### src/rtl/alu_pkg.sv
// Shared ALU definitions: default widths, opcode encodings and the byte-sequencer state encoding.
// Pure declarations; no logic, no latency, no flow control.
// Imported by alu_uart_ctrl and alu_op_valid.
package alu_pkg;

    localparam int NB_DATA_DEF = 8;
    localparam int NB_OP_DEF   = 6;

    localparam logic [NB_OP_DEF-1:0] OP_ADD = 6'b100000;
    localparam logic [NB_OP_DEF-1:0] OP_SUB = 6'b100010;
    localparam logic [NB_OP_DEF-1:0] OP_AND = 6'b100100;
    localparam logic [NB_OP_DEF-1:0] OP_OR  = 6'b100101;
    localparam logic [NB_OP_DEF-1:0] OP_XOR = 6'b100110;
    localparam logic [NB_OP_DEF-1:0] OP_SRA = 6'b000011;
    localparam logic [NB_OP_DEF-1:0] OP_SRL = 6'b000010;
    localparam logic [NB_OP_DEF-1:0] OP_NOR = 6'b100111;

    typedef enum logic [2:0] {
        IDLE    = 3'd0,
        WAIT_B  = 3'd1,
        WAIT_OP = 3'd2,
        EXEC    = 3'd3,
        SEND    = 3'd4,
        WAIT_TX = 3'd5
    } state_t;

endpackage

### src/rtl/alu_op_valid.sv
// Opcode membership check: valid is high when op is one of the eight supported ALU opcodes.
// Latency: purely combinational.
// Backpressure: none, evaluated every cycle.
module alu_op_valid
    import alu_pkg::*;
#(
    parameter int NB_OP = NB_OP_DEF
) (
    input  logic [NB_OP-1:0] op,
    output logic             valid
);

    always_comb begin
        valid = 1'b0;
        case (op)
            NB_OP'(OP_ADD), NB_OP'(OP_SUB), NB_OP'(OP_AND), NB_OP'(OP_OR),
            NB_OP'(OP_XOR), NB_OP'(OP_SRA), NB_OP'(OP_SRL), NB_OP'(OP_NOR): valid = 1'b1;
            default: valid = 1'b0;
        endcase
    end

endmodule

### src/rtl/alu_uart_ctrl.sv
// Collects A, B, opcode from rx bytes, runs the ALU, hands the result to tx (OPCODE_CHECK_EN rejects unknown ops).
// Latency: opcode byte at edge N -> EXEC in N+1 -> o_tx_data valid with o_tx_start pulse in N+2.
// Backpressure: none on rx (bytes outside the collect states are dropped); waits indefinitely for i_tx_done.
module alu_uart_ctrl
    import alu_pkg::*;
#(
    parameter int NB_DATA = NB_DATA_DEF,
    parameter int NB_OP   = NB_OP_DEF
) (
    input  logic               i_clock,
    input  logic               i_reset,
    input  logic [NB_DATA-1:0] i_rx_data,
    input  logic               i_rx_done,
    output logic [NB_DATA-1:0] o_alu_a,
    output logic [NB_DATA-1:0] o_alu_b,
    output logic [NB_OP-1:0]   o_alu_op,
    input  logic [NB_DATA-1:0] i_alu_result,
    output logic [NB_DATA-1:0] o_tx_data,
    output logic               o_tx_start,
    input  logic               i_tx_done,
    output logic               o_busy,
    output logic               o_error
);

    state_t state;
    state_t state_nxt;
    logic   op_ok;
    logic   load_a;
    logic   load_b;
    logic   load_op;
    logic   load_tx;
    logic   op_err;

`ifdef OPCODE_CHECK_EN
    alu_op_valid #(
        .NB_OP (NB_OP)
    ) u_op_valid (
        .op    (i_rx_data[NB_OP-1:0]),
        .valid (op_ok)
    );
`else
    assign op_ok = 1'b1;
`endif

    always_comb begin
        state_nxt = state;
        load_a    = 1'b0;
        load_b    = 1'b0;
        load_op   = 1'b0;
        load_tx   = 1'b0;
        op_err    = 1'b0;
        case (state)
            IDLE: begin
                if (i_rx_done) begin
                    load_a    = 1'b1;
                    state_nxt = WAIT_B;
                end
            end
            WAIT_B: begin
                if (i_rx_done) begin
                    load_b    = 1'b1;
                    state_nxt = WAIT_OP;
                end
            end
            WAIT_OP: begin
                // A rejected opcode leaves the previous o_alu_op on the ALU.
                if (i_rx_done) begin
                    if (op_ok) begin
                        load_op   = 1'b1;
                        state_nxt = EXEC;
                    end else begin
                        op_err    = 1'b1;
                        state_nxt = IDLE;
                    end
                end
            end
            EXEC: begin
                load_tx   = 1'b1;
                state_nxt = SEND;
            end
            SEND: begin
                state_nxt = WAIT_TX;
            end
            WAIT_TX: begin
                if (i_tx_done) begin
                    state_nxt = IDLE;
                end
            end
            default: begin
                state_nxt = IDLE;
            end
        endcase
    end

    // Status outputs are registered from the next state so they line up with the state register.
    always_ff @(posedge i_clock) begin
        if (i_reset) begin
            state      <= IDLE;
            o_alu_a    <= '0;
            o_alu_b    <= '0;
            o_alu_op   <= '0;
            o_tx_data  <= '0;
            o_tx_start <= 1'b0;
            o_busy     <= 1'b0;
            o_error    <= 1'b0;
        end else begin
            state      <= state_nxt;
            o_tx_start <= (state_nxt == SEND);
            o_busy     <= (state_nxt != IDLE);
            o_error    <= op_err;
            if (load_a) begin
                o_alu_a <= i_rx_data;
            end
            if (load_b) begin
                o_alu_b <= i_rx_data;
            end
            if (load_op) begin
                o_alu_op <= i_rx_data[NB_OP-1:0];
            end
            if (load_tx) begin
                o_tx_data <= i_alu_result;
            end
        end
    end

endmodule

### config.mk
export PLATFORM = sky130hd
export DESIGN_NAME = alu_uart_ctrl
export DESIGN_NICKNAME = d
export VERILOG_FILES = /design/src/rtl/alu_pkg.sv /design/src/rtl/alu_op_valid.sv /design/src/rtl/alu_uart_ctrl.sv
export SDC_FILE = /design/constraint.sdc
export NUM_CORES = 1
export LEC_CHECK = 0
export BUFFER_PORTS_ARGS = -buffer_cell sky130_fd_sc_hd__clkbuf_2
export CORE_ASPECT_RATIO = 1.75
export CORE_MARGIN = 3
export CORE_UTILIZATION = 32
export CTS_CLUSTER_DIAMETER = 50
export DETAILED_ROUTE_END_ITERATION = 6
export SYNTH_ARGS = -nofsm -noshare
export SYNTH_HDL_FRONTEND = slang
export SYNTH_SLANG_ARGS = --single-unit
export TNS_END_PERCENT = 50
### constraint.sdc
create_clock -name i_clock -period 2.47 [get_ports i_clock]
set_input_delay 0.247 -clock i_clock [delete_from_list [all_inputs] [get_ports i_clock]]
set_output_delay 0.247 -clock i_clock [all_outputs]
set_load 0.1 [all_outputs]
After elaboration in Yosys (flattened, before gate mapping)
Cells that the tools add are included.
{"block": "word_totals", "regBits": 35, "input_bits": 20, "output_inout_bits": 33, "wordCells": 25}
{"block": "op_classes", "n_eq_ne": 6, "muxes": 10, "n_reduce_logical": 2}
{"op": "$pmux W3 S6", "n": 1}
{"op": "$mux W3", "n": 4}
{"op": "$eq A3 B3 Y1 const B", "n": 3}
{"op": "$eq A3 B2 Y1 const B", "n": 2}
{"op": "$mux W1", "n": 5}
{"op": "$eq A3 B1 Y1 const B", "n": 1}
{"op": "$logic_not A3 Y1", "n": 1}
{"op": "$reduce_bool A3 Y1", "n": 1}

Logic depth before layout (Yosys ltp)
Gate-level depths: netlist of the first run.
{"block": "logic_depth", "ltp_word": 3, "mapped_depth": 5}

Worst setup path after synthesis of the first run
Ideal clock, no wire load.
{"block": "synth_path", "path_type": "register to register", "start": "reg state[2]", "end": "reg o_alu_a[1]", "setup_ps": 132, "arrival_ps": 1121, "setup_slack_ps": 1216, "path_stages_with_launch": 6, "path_buffers": 1, "cell_sequence": "dfxtp_1 nand2b_2 or3_1 clkbuf_1 nand2_1 a21oi_1"}
{"block": "synth_via", "elab_chain_len": 2}
{"item": "start, declared", "line_no": "alu_uart_ctrl.sv:25", "source": "state_t state;"}
{"item": "start signal, assigned", "line_no": "alu_uart_ctrl.sv:107", "source": "state <= state_nxt;"}
{"item": "$logic_not A3 Y1", "line_no": "alu_uart_ctrl.sv:52", "source": "case (state)"}
{"item": "$mux W1", "line_no": "alu_uart_ctrl.sv:52"}
{"item": "end signal, assigned", "line_no": "alu_uart_ctrl.sv:112", "source": "o_alu_a <= i_rx_data;"}
{"item": "end, declared", "line_no": "alu_uart_ctrl.sv:14", "source": "output logic [NB_DATA-1:0] o_alu_a,"}
Every way passes these cells.
A chain may end at the register's enable or synchronous reset.

Final worst setup path of the first run
{"block": "layout_path", "start": "reg state[1]", "end": "reg o_tx_data[1]"}
{"block": "layout_via", "elab_chain_len": 2}
{"item": "$eq A3 B2 Y1", "line_no": "alu_uart_ctrl.sv:52"}
{"item": "$mux W1", "line_no": "alu_uart_ctrl.sv:52"}
{"item": "end signal, assigned", "line_no": "alu_uart_ctrl.sv:121", "source": "o_tx_data <= i_alu_result;"}
{"item": "end, declared", "line_no": "alu_uart_ctrl.sv:18", "source": "output logic [NB_DATA-1:0] o_tx_data,"}
Every way passes these cells.

==> results.json, run 1 <==
{
  "die-width_um": 54.35,
  "min_from": "i_alu_result[7]",
  "netlist_top_cells_count": "35 x dfxtp_1, 23 x nor2_1, 22 x mux2i_1",
  "p_leak_nw": 0.8037,
  "nets": 201,
  "synth_top_area_cell": "dfxtp_1",
  "grt_start_max_net_pins": 35,
  "start_util_pct": 33.53,
  "status": "completed",
  "dp_hpwl_um": 2244,
  "p_int_mw": 1.048,
  "area_delta_synth_final_pct": 30.21,
  "irDropWorstVdd_mv": 0.7432,
  "yosysWarnings": 0,
  "cts_resized": 0,
  "swShare_pct": 29.41,
  "finalMaxSlewViolations": 0,
  "dieHeight_um": 90.60,
  "r2r_end": "o_tx_data[1]$_SDFFE_PP0P_",
  "async_flop_share_pct": 0,
  "setup_violations": 0,
  "wire_per_inst_um": 12.60,
  "holdPathEnd": "o_tx_data[7]$_SDFFE_PP0P_",
  "rows": 30,
  "synth_most_common_cell": "dfxtp_1",
  "grt_pass1_wl_um": 4864,
  "critical_path_arrival_ns": 1.64,
  "clockRootBuffer": "clkbuf_8",
  "worst-path-max-fanout": 10,
  "via_count": 1047,
  "reg2reg_depth": 3,
  "portBuffers": 51,
  "fmax_mhz": 667.2,
  "pwr-share-seq_pct": 40.8,
  "drt-pass1-iter-count": 3,
  "synth_edf_count": 0,
  "syn_area_um2": 1309,
  "slew_headroom_pct": 56.98,
  "combPwrFrac_pct": 18.5,
  "p_per_area_nw_per_um2": 870.9,
  "io_pins": 53,
  "place_congestion": 0.7156,
  "critical_path_class": "reg2reg",
  "numClockSinks": 35,
  "overflow": 0,
  "antenna_found_initial": 0,
  "hold_viol_final": 0,
  "reg2reg_from": "state[1]$_SDFF_PP0_",
  "max_cap_violations": 0,
  "end_kind": "register",
  "syn_area_per_cell_um2": 9.990,
  "coreArea_um2": 3904,
  "synth-main-ff-cell": "dfxtp_1",
  "critPathRequiredTime_ns": 2.61,
  "yosysTopAreaCellShare_pct": 53.54,
  "grt.total_usage_pct": 13.22,
  "period_minus_slack_ns": 1.499,
  "clk_latency_ns": 0.28,
  "routed_wl_um": 2899,
  "htree_levels": 2,
  "post-place-ws_ns": 0.9879,
  "startpoint_type": "register",
  "tightestPinTransition_ns": 0.6453,
  "antenna_left": 0,
  "timing.hold.ws_ns": 0.1946,
  "grt_setup_unrepaired": "false",
  "first_iter_violations": 6,
  "ff2ff_setup_slack_ns": 0.97,
  "syn-num-nets": 151,
  "postCtsHoldBufs": 0,
  "layout-drive-gt1-share_pct": 36.81,
  "power.switching_mw": 0.4366,
  "synth.area.top_cells": "dfxtp_1 54%, mux2i_1 17%, nor2_1 6.6%",
  "path_clk_slew_ns": 0.07,
  "drc": 0,
  "setup_slack_ns": 0.9713,
  "cts_setup_buffers": 0,
  "vias_per_cell": 4.552,
  "synth-seq-area-share_pct": 53.54,
  "clk_path_buf_depth": 2,
  "netlist_instances": 131,
  "die_area_um2": 4924,
  "fin_skew_ns": 0.004371,
  "grt_pass1_vias": 1053,
  "numCtsBuffers": 5,
  "hold_path.class": "in2reg",
  "pwr-share-clk_pct": 40.8,
  "fin_crit_sh_pct": 60.68,
  "cts_tree": "done",
  "whs_path_depth": 3,
  "synth-seq-cells": 35,
  "diodes": 0,
  "synth_cell_types": 24,
  "finalSetupTns_ns": 0
}
[critical path: stages, from the launching register on]
cell      delay [ns]
dfxtp_1         0.50
nand3b_1        0.47
mux2i_1         0.31
nor2_1          0.07
[area by class of cell]
class	count	area (µm²)
fill	407	2200
sequential	35	700.7
multi-input combinational	87	548.0
timing repair buffer	52	262.8
clock buffer	6	72.57
clock inverter	2	60.06
tap	48	60.06
[registers in the layout (all words and copies together) (netlist names)]
register / flops
o_alu_a: 8
o_tx_start: 1
o_alu_op: 6
o_busy: 1
o_alu_b: 8
state: 3
o_tx_data: 8
[power groups by stage]
stage               Clock [mW]  Combinational, mW  Sequential, mW
global placement             0              0.273           0.617
global route             0.644              0.289           0.608
floorplan                    0             0.0786           0.767
finish                   0.605              0.274           0.605
detailed placement           0              0.276           0.619
CTS                      0.622              0.277           0.606
[cell families (layout without fill, tap and decap cells)]
family | after synthesis | after routing | synth area share, %
and+or+nand+nor | 50 | 50 | 17.88
DFF | 35 | 35 | 53.54
muxes | 22 | 22 | 16.83
AOI/OAI and AO/OA | 14 | 14 | 6.884
buffers and inverters | 9 | 60 | 4.588
other | 1 | 1 | 0.2865
[metal layers]
layer / wire (µm) / part of all wire [%] / GRT usage (%)
met3: 224 / 7.7 / 4.959
met2: 1505 / 52 / 21.40
met4: 85 / 2.9 / 6.861
met1: 1084 / 37 / 14.18
met5: 0 / 0 / 0
[through the flow]
| step | total power [mW] | instances | cell area (µm²) | util, % |
|---|---|---|---|---|
| floorplan | 0.8456 | 131 | 1309 | - |
| global placement | 0.8905 | 222 | 1572 | 40.26 |
| detailed placement | 0.8946 | 222 | 1572 | 40.26 |
| CTS | 1.504 | 230 | 1704 | 43.65 |
| global route | 1.541 | 230 | 1704 | 43.65 |
| finish | 1.484 | 230 | 1704 | 43.65 |
[worst max path at each step]
| stage | from | endpoint | depth (start not counted) |
|---|---|---|---|
| floorplan | state[2]$_SDFF_PP0_ | o_alu_a[1]$_SDFFE_PP0P_ | 5 |
| global placement | state[1]$_SDFF_PP0_ | o_busy$_SDFF_PP0_ | 3 |
| detailed placement | state[1]$_SDFF_PP0_ | o_tx_data[1]$_SDFFE_PP0P_ | 3 |
| CTS | state[1]$_SDFF_PP0_ | o_tx_data[1]$_SDFFE_PP0P_ | 3 |
| global route | state[1]$_SDFF_PP0_ | o_tx_data[6]$_SDFFE_PP0P_ | 3 |
| finish | state[1]$_SDFF_PP0_ | o_tx_data[1]$_SDFFE_PP0P_ | 3 |
[placed cells by master (no fill, tap or decap)]
cell,instances
nor2_2,1
nor3_2,1
nor3b_1,1
nor2_1,23
nand2b_4,1
mux2i_1,22
nand2b_1,1
buf_4,1
nand2b_2,1
or2b_1,1
clkbuf_1,1
or3_1,2
nand2_1,16
a21oi_2,1
clkbuf_2,51
dfxtp_1,35
a21oi_1,9
clkbuf_8,5
conb_1,1
a211oi_1,1
o32a_2,1
a21o_2,2
bufinv_16,2
nand3b_1,2
No activity file was read; power rests on OpenSTA's default activity.
==> inputs of run 2 (changes only) <==
==> constraint.sdc (replaced) <==
create_clock -name i_clock -period 1.4 [get_ports i_clock]
set_input_delay 0.14 -clock i_clock [delete_from_list [all_inputs] [get_ports i_clock]]
set_output_delay 0.14 -clock i_clock [all_outputs]
set_load 0.1 [all_outputs]
==> run 2 against run 1 <==
Effect of this change: largest power group unchanged; sequential share of layout area decreased by 0.20 points; critical path depth increased by 1; global-route usage decreased by 0.10 points; largest cell class unchanged; critical path type unchanged.
==> results.json, run 2 (synthesis results as in run 1) <==
{
  "numClockSinks": 35,
  "vias_per_cell": 4.553,
  "combPwrFrac_pct": 21.2,
  "pwr-share-clk_pct": 33.2,
  "tightestPinTransition_ns": 0.5512,
  "max_cap_violations": 0,
  "p_per_area_nw_per_um2": 1365,
  "startpoint_type": "register",
  "dieHeight_um": 90.60,
  "wl_met1_um": 1037,
  "die-width_um": 54.35,
  "crit_chain": "nor3b_1 -> buf_4 -> mux2i_1 -> nor2_1",
  "via_count": 1070,
  "p_leak_nw": 0.8160,
  "dp.cells": 227,
  "pwr-share-seq_pct": 45.6,
  "nets": 206,
  "finalNonFillerCells": 235,
  "drt-pass1-iter-count": 4,
  "dp_hpwl_um": 2286,
  "routed-wl-met2_um": 1548,
  "clk_path_buf_depth": 2,
  "portBuffers": 51,
  "io_pins": 53,
  "fin_area_um2": 1715,
  "fillers": 423,
  "antenna_found_initial": 0,
  "numCtsBuffers": 5,
  "p_int_mw": 1.596,
  "most-common-layout-cells": "51 x clkbuf_2, 34 x dfxtp_1, 23 x nor2_1, 22 x mux2i_1, 16 x nand2_1",
  "grt_setup_unrepaired": "false",
  "setup_violations": 0,
  "layout-drive-gt1-share_pct": 39.04,
  "grt.total_usage_pct": 13.12,
  "r2r_end": "o_alu_b[2]$_SDFFE_PP0P_",
  "period_minus_slack_ns": 1.320,
  "drc": 0,
  "max_stage_delay_ns": 0.51,
  "layout_commonest_cell": "clkbuf_2",
  "start_util_pct": 33.53,
  "dpl_cell_area_um2": 1609,
  "status": "completed",
  "hold_path.class": "in2reg",
  "routed_wl_um": 2888,
  "reg2reg_from": "state[0]$_SDFF_PP0_",
  "coreArea_um2": 3904,
  "place_congestion": 0.7516,
  "irDropWorstVdd_mv": 0.8761,
  "maxUsedRoutingLayer": "met4",
  "htree_levels": 2,
  "overflow": 0,
  "clk_latency_ns": 0.28,
  "critPathTopFamily": "flip-flops",
  "path_clk_slew_ns": 0.06,
  "power.switching_mw": 0.7460,
  "critical_path_class": "reg2reg",
  "cp-startpoint": "state[0]$_SDFF_PP0_",
  "critPathRequiredTime_ns": 1.57,
  "worst-path-max-fanout": 9,
  "cts_tree": "done",
  "rows": 30,
  "timing.hold.ws_ns": 0.09345,
  "critical_path_arrival_ns": 1.49,
  "slew_headroom_pct": 63.41,
  "grt_start_max_net_pins": 17,
  "cp_num_cells": 4,
  "finalSetupTns_ns": 0,
  "hold_viol_final": 0,
  "wl_met3_um": 237,
  "finalMaxSlewViolations": 0,
  "postCtsHoldBufs": 0,
  "swShare_pct": 31.85,
  "wire_per_inst_um": 12.29,
  "grt_pass1_wl_um": 4816,
  "first_iter_violations": 14,
  "end_kind": "register",
  "diodes": 0,
  "clockRootBuffer": "clkbuf_8",
  "cp_num_buf_inv": 1,
  "ff2ff_setup_slack_ns": 0.08,
  "critical_path.slowest_cell": "dfxtp_1",
  "antenna_left": 0,
  "top_regs": "o_alu_a: 8 flops, o_alu_b: 8 flops, o_tx_data: 8 flops",
  "fin_crit_sh_pct": 94.27,
  "endpoint": "o_alu_b[2]$_SDFFE_PP0P_",
  "reg2reg_depth": 4,
  "die_area_um2": 4924,
  "fin_skew_ns": 0.001793,
  "area_delta_synth_final_pct": 31.07,
  "fmax_mhz": 757.7,
  "grt_pass1_vias": 1093
}
-- run 2: changes by cell type in the layout (fill, tap and decap cells not counted), sizes merged --
cell	previous run	this run
bufinv	2	0
clkbuf	57	59
buf	1	6
-- run 2: metrics by stage --
stage               util (%)  worst slack [ns]  power (mW)
global placement       41.22           0.07566       1.582
CTS                    43.78           0.01801       2.380
finish                 43.94           0.08025       2.342
floorplan                  -            0.1463       1.492
global route           43.94          0.004365       2.438
detailed placement     41.22           0.02659       1.589
-- run 2: timing repair --
item	CTS	global route
hold endpoints to repair	0	0
gates resized for setup	0	2
buffers inserted	0	0
setup endpoints to repair	0	13
-- run 2: per-layer routing --
| metal | vias up | track usage, % |
|---|---|---|
| li1 | 540 | - |
| met1 | 482 | 13.42 |
| met2 | 43 | 22.20 |
| met3 | 5 | 4.959 |
| met4 | 0 | 6.029 |
| met5 | - | 0 |
-- run 2: power groups by stage --
stage               Clock, mW  Sequential (mW)  Combinational (mW)
finish                  0.778             1.07               0.496
global route            0.840             1.07               0.524
CTS                     0.813             1.07               0.498
detailed placement          0             1.09               0.498
global placement            0             1.09               0.493
floorplan                   0             1.35               0.139
-- run 2: area by class of cell --
type	count	area (µm²)	area share, %
clock buffer	8	100.1	5.835
multi-input combinational	87	553.0	32.24
sequential	35	701.9	40.92
tap	48	60.06	3.501
timing repair buffer	57	300.3	17.51
-- run 2: worst min-delay path by stage --
stage / startpoint / depth (start not counted) / endpoint / slack (ns)
3_3_place_gp: i_alu_result[5] / 3 / o_tx_data[5]$_SDFFE_PP0P_ / 0.37
3_5_place_dp: i_alu_result[7] / 3 / o_tx_data[7]$_SDFFE_PP0P_ / 0.38
4_1_cts: i_alu_result[5] / 3 / o_tx_data[5]$_SDFFE_PP0P_ / 0.09
2_1_floorplan: i_rx_data[0] / 2 / o_alu_a[0]$_SDFFE_PP0P_ / 0.27
6_report: i_reset / 2 / state[0]$_SDFF_PP0_ / 0.09
5_1_grt: i_reset / 2 / state[0]$_SDFF_PP0_ / 0.09
